$ cat config.mk
export PLATFORM = sky130hd
export DESIGN_NAME = pipe_ctrl_flat
export DESIGN_NICKNAME = d
export VERILOG_FILES = /design/src/rtl/pipe_ctrl_if.sv /design/src/rtl/pipe_ctrl.sv /design/src/flat_wrapper.sv
export SDC_FILE = /design/constraint.sdc
export NUM_CORES = 1
export LEC_CHECK = 0
export ABC_AREA = 1
export CAP_MARGIN = 40
export CORE_MARGIN = 1
export CORE_UTILIZATION = 38
export CTS_BUF_LIST = sky130_fd_sc_hd__clkbuf_4
export CTS_CLUSTER_DIAMETER = 200
export DETAILED_ROUTE_END_ITERATION = 12
export GPL_ROUTABILITY_DRIVEN = 0
export PLACE_DENSITY = 0.79
export SLEW_MARGIN = 5
export SYNTH_ARGS = -nofsm -noshare
export SYNTH_HDL_FRONTEND = slang
export SYNTH_SLANG_ARGS = --single-unit
$ cat constraint.sdc
create_clock -name clk_i -period 4.4 [get_ports clk_i]
set_input_delay 0.66 -clock clk_i [delete_from_list [all_inputs] [get_ports clk_i]]
set_output_delay 0.66 -clock clk_i [all_outputs]
set_load 0.05 [all_outputs]
$ cat src/rtl/pipe_ctrl_if.sv
// ---------------------------------------------------------------------------
// pipe_ctrl_if
// Bundles every signal exchanged between the pipeline sequencer and the rest
// of the core. The clock and reset are not part of the bundle.
//
//   stallreq_*_i   per-stage stall requests (fetch, decode, execute, memory)
//   excp_*_i       committed exception/interrupt request, cause and faulting PC
//   mret_i         mret reached MEM
//   mtvec_i/mepc_i current trap vector and saved exception PC
//   stall_o        per-register hold vector (bit0 pc ... bit5 wb)
//   flush_o        bubble if/id, id/ex, ex/mem; new_pc_o is the redirect target
//   csr_*_o        controller-owned CSR write port
//   busy_o         trap sequence in progress
//   timeout_o      sticky stall watchdog flag
//
// The master modport is the sequencer; the slave modport is the core side.
// ---------------------------------------------------------------------------
interface pipe_ctrl_if;
   logic        stallreq_if_i;
   logic        stallreq_id_i;
   logic        stallreq_ex_i;
   logic        stallreq_mem_i;
   logic        excp_req_i;
   logic [31:0] excp_cause_i;
   logic [31:0] excp_pc_i;
   logic        mret_i;
   logic [31:0] mtvec_i;
   logic [31:0] mepc_i;
   logic [5:0]  stall_o;
   logic        flush_o;
   logic [31:0] new_pc_o;
   logic        csr_we_o;
   logic [11:0] csr_waddr_o;
   logic [31:0] csr_wdata_o;
   logic        busy_o;
   logic        timeout_o;

   modport master (
      input  stallreq_if_i, stallreq_id_i, stallreq_ex_i, stallreq_mem_i,
      input  excp_req_i, excp_cause_i, excp_pc_i, mret_i, mtvec_i, mepc_i,
      output stall_o, flush_o, new_pc_o, csr_we_o, csr_waddr_o, csr_wdata_o,
      output busy_o, timeout_o
   );

   modport slave (
      output stallreq_if_i, stallreq_id_i, stallreq_ex_i, stallreq_mem_i,
      output excp_req_i, excp_cause_i, excp_pc_i, mret_i, mtvec_i, mepc_i,
      input  stall_o, flush_o, new_pc_o, csr_we_o, csr_waddr_o, csr_wdata_o,
      input  busy_o, timeout_o
   );
endinterface

$ cat src/rtl/pipe_ctrl.sv
// ---------------------------------------------------------------------------
// pipe_ctrl
// Central sequencer for the 5-stage pipeline. Merges stage stall requests
// into a hold vector, runs the trap-entry sequence (save mepc, save mcause,
// jump to mtvec), redirects fetch on mret and watches for a pipeline that
// stays frozen too long.
//
// Ports:
//   clk_i  clock, all state changes on the rising edge
//   rst_i  synchronous active-high reset
//   bus    pipe_ctrl_if.master, see the interface file for the signal list
// ---------------------------------------------------------------------------
module pipe_ctrl #(
   parameter int          STALL_TIMEOUT = 1023,
   parameter int          CNT_WIDTH     = 10,
   parameter logic [11:0] MEPC_ADDR     = 12'h341,
   parameter logic [11:0] MCAUSE_ADDR   = 12'h342
) (
   input  logic        clk_i,
   input  logic        rst_i,
   pipe_ctrl_if.master bus
);

   typedef enum logic [1:0] {
      IDLE,
      TRAP_MEPC,
      TRAP_MCAUSE,
      TRAP_JUMP
   } state_t;

   localparam logic [CNT_WIDTH-1:0] CNT_MAX = CNT_WIDTH'(STALL_TIMEOUT);

   state_t               state_q, state_d;
   logic [31:0]          pc_q, pc_d;
   logic [31:0]          cause_q, cause_d;
   logic [CNT_WIDTH-1:0] cnt_q, cnt_d;
   logic                 timeout_q, timeout_d;
   logic                 csr_we_q, csr_we_d;
   logic [11:0]          csr_waddr_q, csr_waddr_d;
   logic [31:0]          csr_wdata_q, csr_wdata_d;
   logic                 busy_q, busy_d;

   logic [5:0]           stall_req_vec;
   logic [5:0]           stall;
   logic                 flush;
   logic [31:0]          new_pc;
   logic                 take_excp;
   logic                 take_mret;

   // Merge the stage requests: the oldest stalled stage decides, and every
   // younger register is held along with it.
   always_comb begin
      stall_req_vec = 6'b000000;
      if (bus.stallreq_mem_i) begin
         stall_req_vec = 6'b011111;
      end else if (bus.stallreq_ex_i) begin
         stall_req_vec = 6'b001111;
      end else if (bus.stallreq_id_i) begin
         stall_req_vec = 6'b000111;
      end else if (bus.stallreq_if_i) begin
         stall_req_vec = 6'b000011;
      end
   end

   // Trap/mret sequencing. Exceptions and mret are only accepted once the
   // memory stage is not waiting, so the faulting instruction is settled.
   // An exception wins over an mret arriving in the same cycle.
   always_comb begin
      state_d   = state_q;
      pc_d      = pc_q;
      cause_d   = cause_q;
      stall     = 6'b000000;
      flush     = 1'b0;
      new_pc    = 32'h0;
      take_excp = 1'b0;
      take_mret = 1'b0;
      case (state_q)
         IDLE: begin
            take_excp = bus.excp_req_i && !bus.stallreq_mem_i;
            take_mret = !take_excp && bus.mret_i && !bus.stallreq_mem_i;
            stall     = take_mret ? 6'b000000 : stall_req_vec;
            if (take_mret) begin
               flush  = 1'b1;
               new_pc = bus.mepc_i;
            end
            if (take_excp) begin
               pc_d    = bus.excp_pc_i;
               cause_d = bus.excp_cause_i;
               state_d = TRAP_MEPC;
            end
         end
         TRAP_MEPC: begin
            stall   = 6'b111111;
            state_d = TRAP_MCAUSE;
         end
         TRAP_MCAUSE: begin
            stall   = 6'b111111;
            state_d = TRAP_JUMP;
         end
         TRAP_JUMP: begin
            flush   = 1'b1;
            new_pc  = bus.mtvec_i & 32'hFFFF_FFFC;
            state_d = IDLE;
         end
         default: begin
            state_d = IDLE;
         end
      endcase
   end

   // Watchdog: counts consecutive stalled cycles spent in IDLE, saturating at
   // the timeout. The flag is sticky so software can see a past freeze.
   always_comb begin
      cnt_d = '0;
      if (state_q == IDLE && state_d == IDLE && stall != 6'b000000) begin
         cnt_d = (cnt_q == CNT_MAX) ? cnt_q : cnt_q + 1'b1;
      end
      timeout_d = timeout_q | (cnt_d == CNT_MAX);
   end

   // CSR port and busy are decoded from the next state so they come straight
   // out of flops and line up with the trap state they belong to.
   always_comb begin
      csr_we_d    = 1'b0;
      csr_waddr_d = 12'h000;
      csr_wdata_d = 32'h0;
      busy_d      = (state_d != IDLE);
      case (state_d)
         TRAP_MEPC: begin
            csr_we_d    = 1'b1;
            csr_waddr_d = MEPC_ADDR;
            csr_wdata_d = pc_d;
         end
         TRAP_MCAUSE: begin
            csr_we_d    = 1'b1;
            csr_waddr_d = MCAUSE_ADDR;
            csr_wdata_d = cause_d;
         end
         default: begin
            csr_we_d = 1'b0;
         end
      endcase
   end

   // All state, with a synchronous reset that also abandons any trap in flight.
   always_ff @(posedge clk_i) begin
      if (rst_i) begin
         state_q     <= IDLE;
         pc_q        <= 32'h0;
         cause_q     <= 32'h0;
         cnt_q       <= '0;
         timeout_q   <= 1'b0;
         csr_we_q    <= 1'b0;
         csr_waddr_q <= 12'h000;
         csr_wdata_q <= 32'h0;
         busy_q      <= 1'b0;
      end else begin
         state_q     <= state_d;
         pc_q        <= pc_d;
         cause_q     <= cause_d;
         cnt_q       <= cnt_d;
         timeout_q   <= timeout_d;
         csr_we_q    <= csr_we_d;
         csr_waddr_q <= csr_waddr_d;
         csr_wdata_q <= csr_wdata_d;
         busy_q      <= busy_d;
      end
   end

   assign bus.stall_o     = stall;
   assign bus.flush_o     = flush;
   assign bus.new_pc_o    = new_pc;
   assign bus.csr_we_o    = csr_we_q;
   assign bus.csr_waddr_o = csr_waddr_q;
   assign bus.csr_wdata_o = csr_wdata_q;
   assign bus.busy_o      = busy_q;
   assign bus.timeout_o   = timeout_q;

endmodule

$ cat src/flat_wrapper.sv
// flat-port wrapper written by rule: the top's interface ports become plain ports
module pipe_ctrl_flat 
#(
   parameter int          STALL_TIMEOUT = 1023,
   parameter int          CNT_WIDTH     = 10,
   parameter logic [11:0] MEPC_ADDR     = 12'h341,
   parameter logic [11:0] MCAUSE_ADDR   = 12'h342
)
  (clk_i, rst_i, bus_stallreq_if_i, bus_stallreq_id_i, bus_stallreq_ex_i, bus_stallreq_mem_i, bus_excp_req_i, bus_excp_cause_i, bus_excp_pc_i, bus_mret_i, bus_mtvec_i, bus_mepc_i, bus_stall_o, bus_flush_o, bus_new_pc_o, bus_csr_we_o, bus_csr_waddr_o, bus_csr_wdata_o, bus_busy_o, bus_timeout_o);
  pipe_ctrl_if bus_i ();
  input  logic clk_i;
  input  logic rst_i;
  input wire logic [$bits(bus_i.stallreq_if_i)-1:0] bus_stallreq_if_i;
  input wire logic [$bits(bus_i.stallreq_id_i)-1:0] bus_stallreq_id_i;
  input wire logic [$bits(bus_i.stallreq_ex_i)-1:0] bus_stallreq_ex_i;
  input wire logic [$bits(bus_i.stallreq_mem_i)-1:0] bus_stallreq_mem_i;
  input wire logic [$bits(bus_i.excp_req_i)-1:0] bus_excp_req_i;
  input wire logic [$bits(bus_i.excp_cause_i)-1:0] bus_excp_cause_i;
  input wire logic [$bits(bus_i.excp_pc_i)-1:0] bus_excp_pc_i;
  input wire logic [$bits(bus_i.mret_i)-1:0] bus_mret_i;
  input wire logic [$bits(bus_i.mtvec_i)-1:0] bus_mtvec_i;
  input wire logic [$bits(bus_i.mepc_i)-1:0] bus_mepc_i;
  output wire logic [$bits(bus_i.stall_o)-1:0] bus_stall_o;
  output wire logic [$bits(bus_i.flush_o)-1:0] bus_flush_o;
  output wire logic [$bits(bus_i.new_pc_o)-1:0] bus_new_pc_o;
  output wire logic [$bits(bus_i.csr_we_o)-1:0] bus_csr_we_o;
  output wire logic [$bits(bus_i.csr_waddr_o)-1:0] bus_csr_waddr_o;
  output wire logic [$bits(bus_i.csr_wdata_o)-1:0] bus_csr_wdata_o;
  output wire logic [$bits(bus_i.busy_o)-1:0] bus_busy_o;
  output wire logic [$bits(bus_i.timeout_o)-1:0] bus_timeout_o;
  assign bus_i.stallreq_if_i = bus_stallreq_if_i;
  assign bus_i.stallreq_id_i = bus_stallreq_id_i;
  assign bus_i.stallreq_ex_i = bus_stallreq_ex_i;
  assign bus_i.stallreq_mem_i = bus_stallreq_mem_i;
  assign bus_i.excp_req_i = bus_excp_req_i;
  assign bus_i.excp_cause_i = bus_excp_cause_i;
  assign bus_i.excp_pc_i = bus_excp_pc_i;
  assign bus_i.mret_i = bus_mret_i;
  assign bus_i.mtvec_i = bus_mtvec_i;
  assign bus_i.mepc_i = bus_mepc_i;
  assign bus_stall_o = bus_i.stall_o;
  assign bus_flush_o = bus_i.flush_o;
  assign bus_new_pc_o = bus_i.new_pc_o;
  assign bus_csr_we_o = bus_i.csr_we_o;
  assign bus_csr_waddr_o = bus_i.csr_waddr_o;
  assign bus_csr_wdata_o = bus_i.csr_wdata_o;
  assign bus_busy_o = bus_i.busy_o;
  assign bus_timeout_o = bus_i.timeout_o;
  pipe_ctrl #(.STALL_TIMEOUT(STALL_TIMEOUT), .CNT_WIDTH(CNT_WIDTH), .MEPC_ADDR(MEPC_ADDR), .MCAUSE_ADDR(MCAUSE_ADDR)) u_core (.clk_i(clk_i), .rst_i(rst_i), .bus(bus_i));
endmodule
Word level (Yosys, flattened, before mapping) --
Index checks and enable logic that the tools add are counted.
Word-level totals: register bits 123, input bits 136, output and inout port bits 86
Operators by class: add/sub/neg operators 1, eq/ne operators 7, multiplexer cells 21, bitwise logic cells 1, reductions and logical operators 13
Operators by type and width (count):
- 32-bit 2-to-1 mux | 5
- 32-bit one-hot mux with 2 select lines | 2
- 6-bit 2-to-1 mux | 4
- 10-bit == test, second input constant | 2
- 10-bit 2-to-1 mux | 2
- 10-bit one-hot mux with 2 select lines | 1
- 6-bit one-hot mux with 2 select lines | 1
- 10-bit by 1-bit adder with 10-bit output, second input constant | 1
- 2-bit one-hot mux with 4 select lines | 1
- 2-bit == test, second input constant | 3
- 6-bit nonzero test | 1
- 1-bit logical AND | 5
- 2-bit by 1-bit == test with 1-bit output, second input constant | 2
- 2-bit zero test | 2
- 2-bit 2-to-1 mux | 2
- 2-bit OR reduction | 2
- 1-bit zero test | 2
- 1-bit 2-to-1 mux | 2
- 1-bit one-hot mux with 2 select lines | 1
- 2-bit nonzero test | 1
- 1-bit OR | 1

Longest topological paths before layout --
Gate-level depths: netlist of the first run.
word-level depth 12, gate-level depth with buffers 11, gate-level depth less buffers 11

Worst setup path after synthesis of the first run --
OpenSTA, ideal clock, no wires.
path type flip-flop to output port, start reg u_core.state_q[0], end out bus_new_pc_o[10], arrival 2448 ps, slack 1292 ps, stages on the path, launching flop included 7, buffers on the path 1, cells stage by stage dfxtp_1 inv_1 ha_1 nor3_1 nand3_1 clkbuf_1 o21ai_0
Between the ends: word-level cells in the longest chain between the ends 2, elaborated cells between the ends (all ways) 3, classes of those cells eq/ne (1); mux (1); reduce/logical (1)
RTL lines:
- start: declaration | RTL line pipe_ctrl.sv:33 | state_t state_q, state_d;
- start signal: assignment | RTL line pipe_ctrl.sv:158 | state_q <= state_d;
- 2-bit == test or 2-bit zero test (tied branches) | RTL line pipe_ctrl.sv:77 | case (state_q)
- 32-bit one-hot mux with 2 select lines (*) | RTL line pipe_ctrl.sv:77
- end: declaration | RTL line flat_wrapper.sv:25 | output wire logic [$bits(bus_i.new_pc_o)-1:0] bus_new_pc_o;
Every way passes the cells marked *; elsewhere a longest branch is shown, timed or not.

Worst setup path after layout of the first run --
Same ends and word-level chain as after synthesis.

==> metrics.cfg, run 1 <==
[logic_synthesis]
synth_top_area_share = 0.469
synth_area_leader_cell = dfxtp_1
netlist_instances = 556
synth-simple-area-share = 0.164
synth-compound-area-share = 0.103
synth.distinct_cells = 28
synth.most_common_cell = dfxtp_1
syn_avg_cell_area_sq_um = 8.68
ys_top_cells_by_area = dfxtp_1 47%, mux2i_1 13%, nor2_1 6.5%
synthXorXnorAreaFrac = 0.00544
synth.ff_latch_count = 113
yosysWarnings = 0
synthArstFlopShare = 0
yosys.area_share.adder = 0.0181
yosysSeqAreaShare = 0.469
synthFlopType = dfxtp_1
synth_edf_count = 0
muxShareOfSynthArea = 0.133
netlist_top_cells_count = 113 x dfxtp_1, 83 x nor2_1, 64 x mux2i_1, 63 x inv_1, 45 x nand2_1
synth_top_family_by_area = simple AND/OR/NAND/NOR gates
syn_area_sq_um = 4830

[timing]
rsz0062_at_grt = false
worst_slew_pin_slew_ns = 0.662
layout_setup_ws_ns = 0.552
finalCriticalPeriod_ns = 3.85
fin_tns_setup_ns = 0
setup_viol = 0
relSlewSlack = 0.557
fin_worst_skew_ns = 0.0105
finalCritPeriodShare = 0.875
final-hold-violation-count = 0
drv_slew = 0
timing.hold.ws_ns = 0.479
timing.fmax_ghz = 0.260

[floorplan]
io_pins = 222
die_w_um = 115
die-area_sq_um = 13200
rows = 40
start_util = 0.395
core_sq_um = 12200
die_y_um = 115

[placed_design]
hpwl_um = 10200
place_area_sq_um = 7020
dp_slack_ns = 0.985
numPlacedInstances = 903
io_buffer_count = 212

[global_route]
grt_max_degree = 85
track_usage = 0.215
antenna_found_initial = 0
grt_pass1_wl_um = 22000
grt_pass1_vias = 4512
grt-ovfl-total = 0

[clock_network]
clk_latency_ns = 0.48
cts_buffer_depth = 2
root_buffer = clkbuf_4
clk_pin_slew_ns = 0.09
post_cts_buffers = 0
cts_buffers = 17
ctsResizeCount = 0
cts_num_sinks = 113
cts_tree = done
cts.htree.levels = 4
cts_hold_buf = 0

[detailed_routing]
wl_met3_um = 839
drt_iter0_drc = 272
avgViaCountPerCell = 4.79
wl_met2_um = 7100
drt-pass1-iter-count = 5
wl_met1_um = 5620
dr.max_layer_used = met4
wl_per_cell_um = 14.7
vias = 4461
drc_errors = 0
detail-route-antenna-nets = 0
drt_wl_total_um = 13700

[worst_setup_path]
worstPathMaxFanout = 22
cp-start-kind = register
crit_arrival_ns = 3.19
required_ns = 3.74
cp-end-kind = primary output
path_class = reg2out

[layout]
final_nets = 897
n_antenna_cell = 0
post-route-util = 0.598
fin_area_sq_um = 7300
layout-drive-gt1-share = 0.0537
syn_to_final_growth_pct = 51.3
multiInputGateArea_sq_um = 2080
regArea_sq_um = 2260
n_fill_cell = 1101
fin_cells = 932

[min_path]
hold_path.class = reg2reg

[pwr]
peakVddDrop_mv = 0.333
power_mw = 2.76
p_int_mw = 1.86
seqPwrFrac = 0.403
p_switching_mw = 0.902
p_leak_nw = 3.21
pwr-share-clk = 0.289
p_comb_frac = 0.308
powerDensity_nw_per_um2 = 379
swShare = 0.326

[run_status]
status = finished, final reports clean

[flow_run]
drv_cap = 0

[placed cells by master (no fill, tap or decap), types with 2 or more instances in the layout]
cell             Yosys  routed
nor2_1              83      83
clkinv_1             0       5
nand4_1              5       5
nand3_4              1       2
mux2i_1             64      64
buf_8                0       2
nor2_4               2       2
nand2_1             45      45
buf_4               15       3
nor3_1               2       2
clkbuf_4             0      19
clkdlybuf4s50_1      0     211
ha_1                 7       7
o32ai_1             26      26
xnor2_1              2       2
bufinv_16            0       4
o21ai_1              2       2
nand2_2              2       2
buf_16               0       2
a21oi_1              9       9
inv_1               63      63
nand3_1             40      39
o21ai_0             36      36
dfxtp_1            113     113
conb_1               1       7
[sequential cells by signal, indices dropped and copies added (netlist names)]
register                count
u_core.state_q              2
u_core.cnt_q               10
u_core.cause_q             32
u_core.bus.csr_waddr_o      3
u_core.bus.busy_o           1
u_core.bus.timeout_o        1
u_core.bus.csr_wdata_o     32
u_core.pc_q                32
[layout make-up]
| class | instances | share of cell area |
|---|---|---|
| multi-input cells | 340 | 0.285 |
| clock buffers | 19 | 0.0195 |
| repair buffers | 219 | 0.305 |
| clock inverters | 10 | 0.0197 |
| well taps | 168 | 0.0288 |
| flip-flops and latches | 113 | 0.310 |
| inverters | 63 | 0.0324 |
[power by group through the flow]
stage | registers [mW] | logic (mW) | clock network, mW
final | 1.11 | 0.852 | 0.799
after global placement | 1.13 | 0.810 | 0
after global routing | 1.12 | 0.908 | 0.872
after CTS | 1.11 | 0.854 | 0.816
after floorplan | 1.21 | 0.473 | 0
after detailed placement | 1.14 | 0.851 | 0
[routing by layer]
layer | up-vias | global-route usage
met5 | - | 0
met4 | 0 | 0.0519
met3 | 15 | 0.0704
met2 | 134 | 0.380
met1 | 2082 | 0.251
li1 | 2230 | -
[final timing paths]
check	start	endpoint	slack, ns	cells past startpoint
max	u_core.state_q[0]	bus_new_pc_o[10]	0.55	7
min	u_core.bus.timeout_o	u_core.bus.timeout_o	0.48	2
max reg2reg	u_core.state_q[0]	u_core.bus.csr_wdata_o[29]	1.76	7
min reg2reg	u_core.bus.timeout_o	u_core.bus.timeout_o	0.48	2
[cells by family after synthesis]
family | after synthesis
buf+inv | 109
mux | 64
other cells | 1
fa+ha+maj | 7
flops | 113
xor+xnor | 3
compound gates | 77
simple gates | 182
[worst max-delay path: stages (launching register included)]
cell             delay [ns]
dfxtp_1                0.42
inv_1                  0.11
ha_1                   0.37
inv_1                  0.48
buf_16                 0.23
nand3_1                0.13
o21ai_0                0.10
clkdlybuf4s50_1        0.83
No activity file was read; power rests on OpenSTA's default activity.
==> run 2: changes to the inputs <==
- GPL_ROUTABILITY_DRIVEN: 0 -> not set
- SKIP_LAST_GASP: not set -> 1
==> results of run 2 <==
No change in the layout: final DEF, timing and power equal those of run 1.
==> run 3: changes to the inputs <==
- CTS_BUF_LIST: sky130_fd_sc_hd__clkbuf_4 -> sky130_fd_sc_hd__clkbuf_2
==> metrics.cfg, run 3 (synthesized netlist as in run 1, its figures left out) <==
[clock_network]
cts_tree = done
cts_hold_buf = 0  ; unchanged
cts_num_sinks = 113  ; unchanged
cts.htree.levels = 4  ; unchanged
cts_buffer_depth = 2  ; unchanged
clk_pin_slew_ns = 0.15  ; +0.06 ns
cts_buffers = 17  ; unchanged
clk_latency_ns = 0.61  ; +0.13 ns
ctsResizeCount = 0  ; unchanged
post_cts_buffers = 0  ; unchanged
root_buffer = clkbuf_2

[floorplan]
die_w_um = 115  ; unchanged
die-area_sq_um = 13200  ; unchanged
die_y_um = 115  ; unchanged
core_sq_um = 12200  ; unchanged
start_util = 0.395  ; unchanged
rows = 40  ; unchanged
io_pins = 222  ; unchanged

[worst_setup_path]
worstPathMaxFanout = 22  ; unchanged
cp_num_buf_inv = 4  ; unchanged
reg2reg_to = u_core.bus.csr_wdata_o[29]
endpoint = bus_new_pc_o[11]
r2r-start = u_core.state_q[0]
cp-end-kind = primary output
crit_path_frequent_cell = inv_1
max_stage_delay_ns = 0.86  ; +0.03 ns
required_ns = 3.74  ; about the same
cp-start-kind = register
rrSetupSlack_ns = 1.78  ; +0.02 ns
crit_arrival_ns = 3.33  ; +0.14 ns
critPathTopFamily = buffers and inverters
cp_num_cells = 7  ; unchanged
path_class = reg2out
startpoint = u_core.state_q[0]
rr_worst_depth = 7  ; unchanged
cp_cell_sequence = inv_1 -> ha_1 -> inv_1 -> buf_16 -> nand3_1 -> o21ai_0 -> clkdlybuf4s50_1
slowest_stage = clkdlybuf4s50_1

[timing]
setup_viol = 0  ; unchanged
relSlewSlack = 0.545  ; -0.0118
rsz0062_at_grt = false
worst_slew_pin_slew_ns = 0.682  ; +0.0200 ns
fin_tns_setup_ns = 0  ; unchanged
drv_slew = 0  ; unchanged
fin_worst_skew_ns = 0.0247  ; +0.0142 ns
finalCritPeriodShare = 0.908  ; +0.0329
timing.fmax_ghz = 0.250  ; -3.6%
layout_setup_ws_ns = 0.407  ; -0.145 ns
finalCriticalPeriod_ns = 3.99  ; +0.145 ns
final-hold-violation-count = 0  ; unchanged

[run_status]
status = finished, final reports clean

[detailed_routing]
detail-route-antenna-nets = 0  ; unchanged
drt_iter0_drc = 273  ; +0.37%
drt-pass1-iter-count = 4  ; -1
drc_errors = 0  ; unchanged
avgViaCountPerCell = 4.79  ; unchanged
drt_wl_total_um = 13600  ; -0.71%
vias = 4461  ; unchanged
wl_per_cell_um = 14.6  ; -0.71%

[layout]
final_cell_mix = 211 x clkdlybuf4s50_1, 113 x dfxtp_1, 83 x nor2_1
final_nets = 897  ; unchanged
n_fill_cell = 1107  ; +0.54%
layout-drive-gt1-share = 0.0537  ; unchanged
layout_commonest_cell = clkdlybuf4s50_1
syn_to_final_growth_pct = 50.3
post-route-util = 0.594  ; -0.00389
n_antenna_cell = 0  ; unchanged

[global_route]
antenna_found_initial = 0  ; unchanged
grt_max_degree = 85  ; unchanged
grt_pass1_wl_um = 21900  ; -0.35%
track_usage = 0.214  ; -0.000704
grt-ovfl-total = 0  ; unchanged
grt_pass1_vias = 4489  ; -0.51%

[placed_design]
hpwl_um = 10200  ; unchanged
gp_congestion = 0.870
io_buffer_count = 212  ; unchanged
dp_slack_ns = 0.985  ; unchanged

[min_path]
hold_path.class = in2reg

[pwr]
p_leak_nw = 3.20  ; -0.26%
peakVddDrop_mv = 0.317  ; -4.8%
powerDensity_nw_per_um2 = 370  ; -2.3%

[flow_run]
drv_cap = 0  ; unchanged

-- run 3: cell counts in the layout (fill, tap and decap cells not counted) --
No cell type changed its count.
-- run 3: area by class of cell --
type	instances	area [sq um]	area share
clock inverters	10	144	0.0198
repair buffers	219	2220	0.307
well taps	168	210	0.0290
inverters	63	236	0.0326
clock buffers	19	95.1	0.0131
multi-input cells	340	2080	0.287
flip-flops and latches	113	2260	0.312
-- run 3: through the flow --
stage                     hold slack, ns  std cells  instance area, sq um  total power [mW]
after CTS                          0.387        932                  7250              2.70
final                              0.462        932                  7250              2.68
after detailed placement           0.461        903                  7020              1.99
after floorplan                    0.455        562                  4850              1.68
after global routing               0.375        932                  7250              2.82
after global placement             0.449        899                  6930              1.94
-- run 3: routing by layer --
metal	track usage	vias to the layer above	part of all wire
met1	0.251	2100	0.42
met5	0	-	0
met2	0.375	123	0.51
met4	0.0545	0	0.0098
met3	0.0720	12	0.058
li1	-	2226	-
-- run 3: how the worst min path moves through the flow --
stage,startpoint,slack (ns),to,cells after the start
after global routing,rst_i,0.37,u_core.pc_q[25],3
final,rst_i,0.46,u_core.bus.timeout_o,3
after detailed placement,u_core.bus.timeout_o,0.46,u_core.bus.timeout_o,2
after floorplan,u_core.pc_q[25],0.46,u_core.pc_q[25],2
after CTS,rst_i,0.39,u_core.bus.busy_o,3
after global placement,u_core.bus.timeout_o,0.45,u_core.bus.timeout_o,2
-- run 3: tightest hold or removal path: cells and delay by family --
kind	cells	cell delay (ns)
buffers and inverters	2	0.32
AO/OA/AOI/OAI	1	0.06
-- run 3: where the power goes --
part           internal, mW  switching (mW)  leakage (nW)  total (mW)
sequential             1.09          0.0243         0.919        1.11
combinational         0.328           0.525          2.13       0.853
clock                 0.359           0.355         0.147       0.715
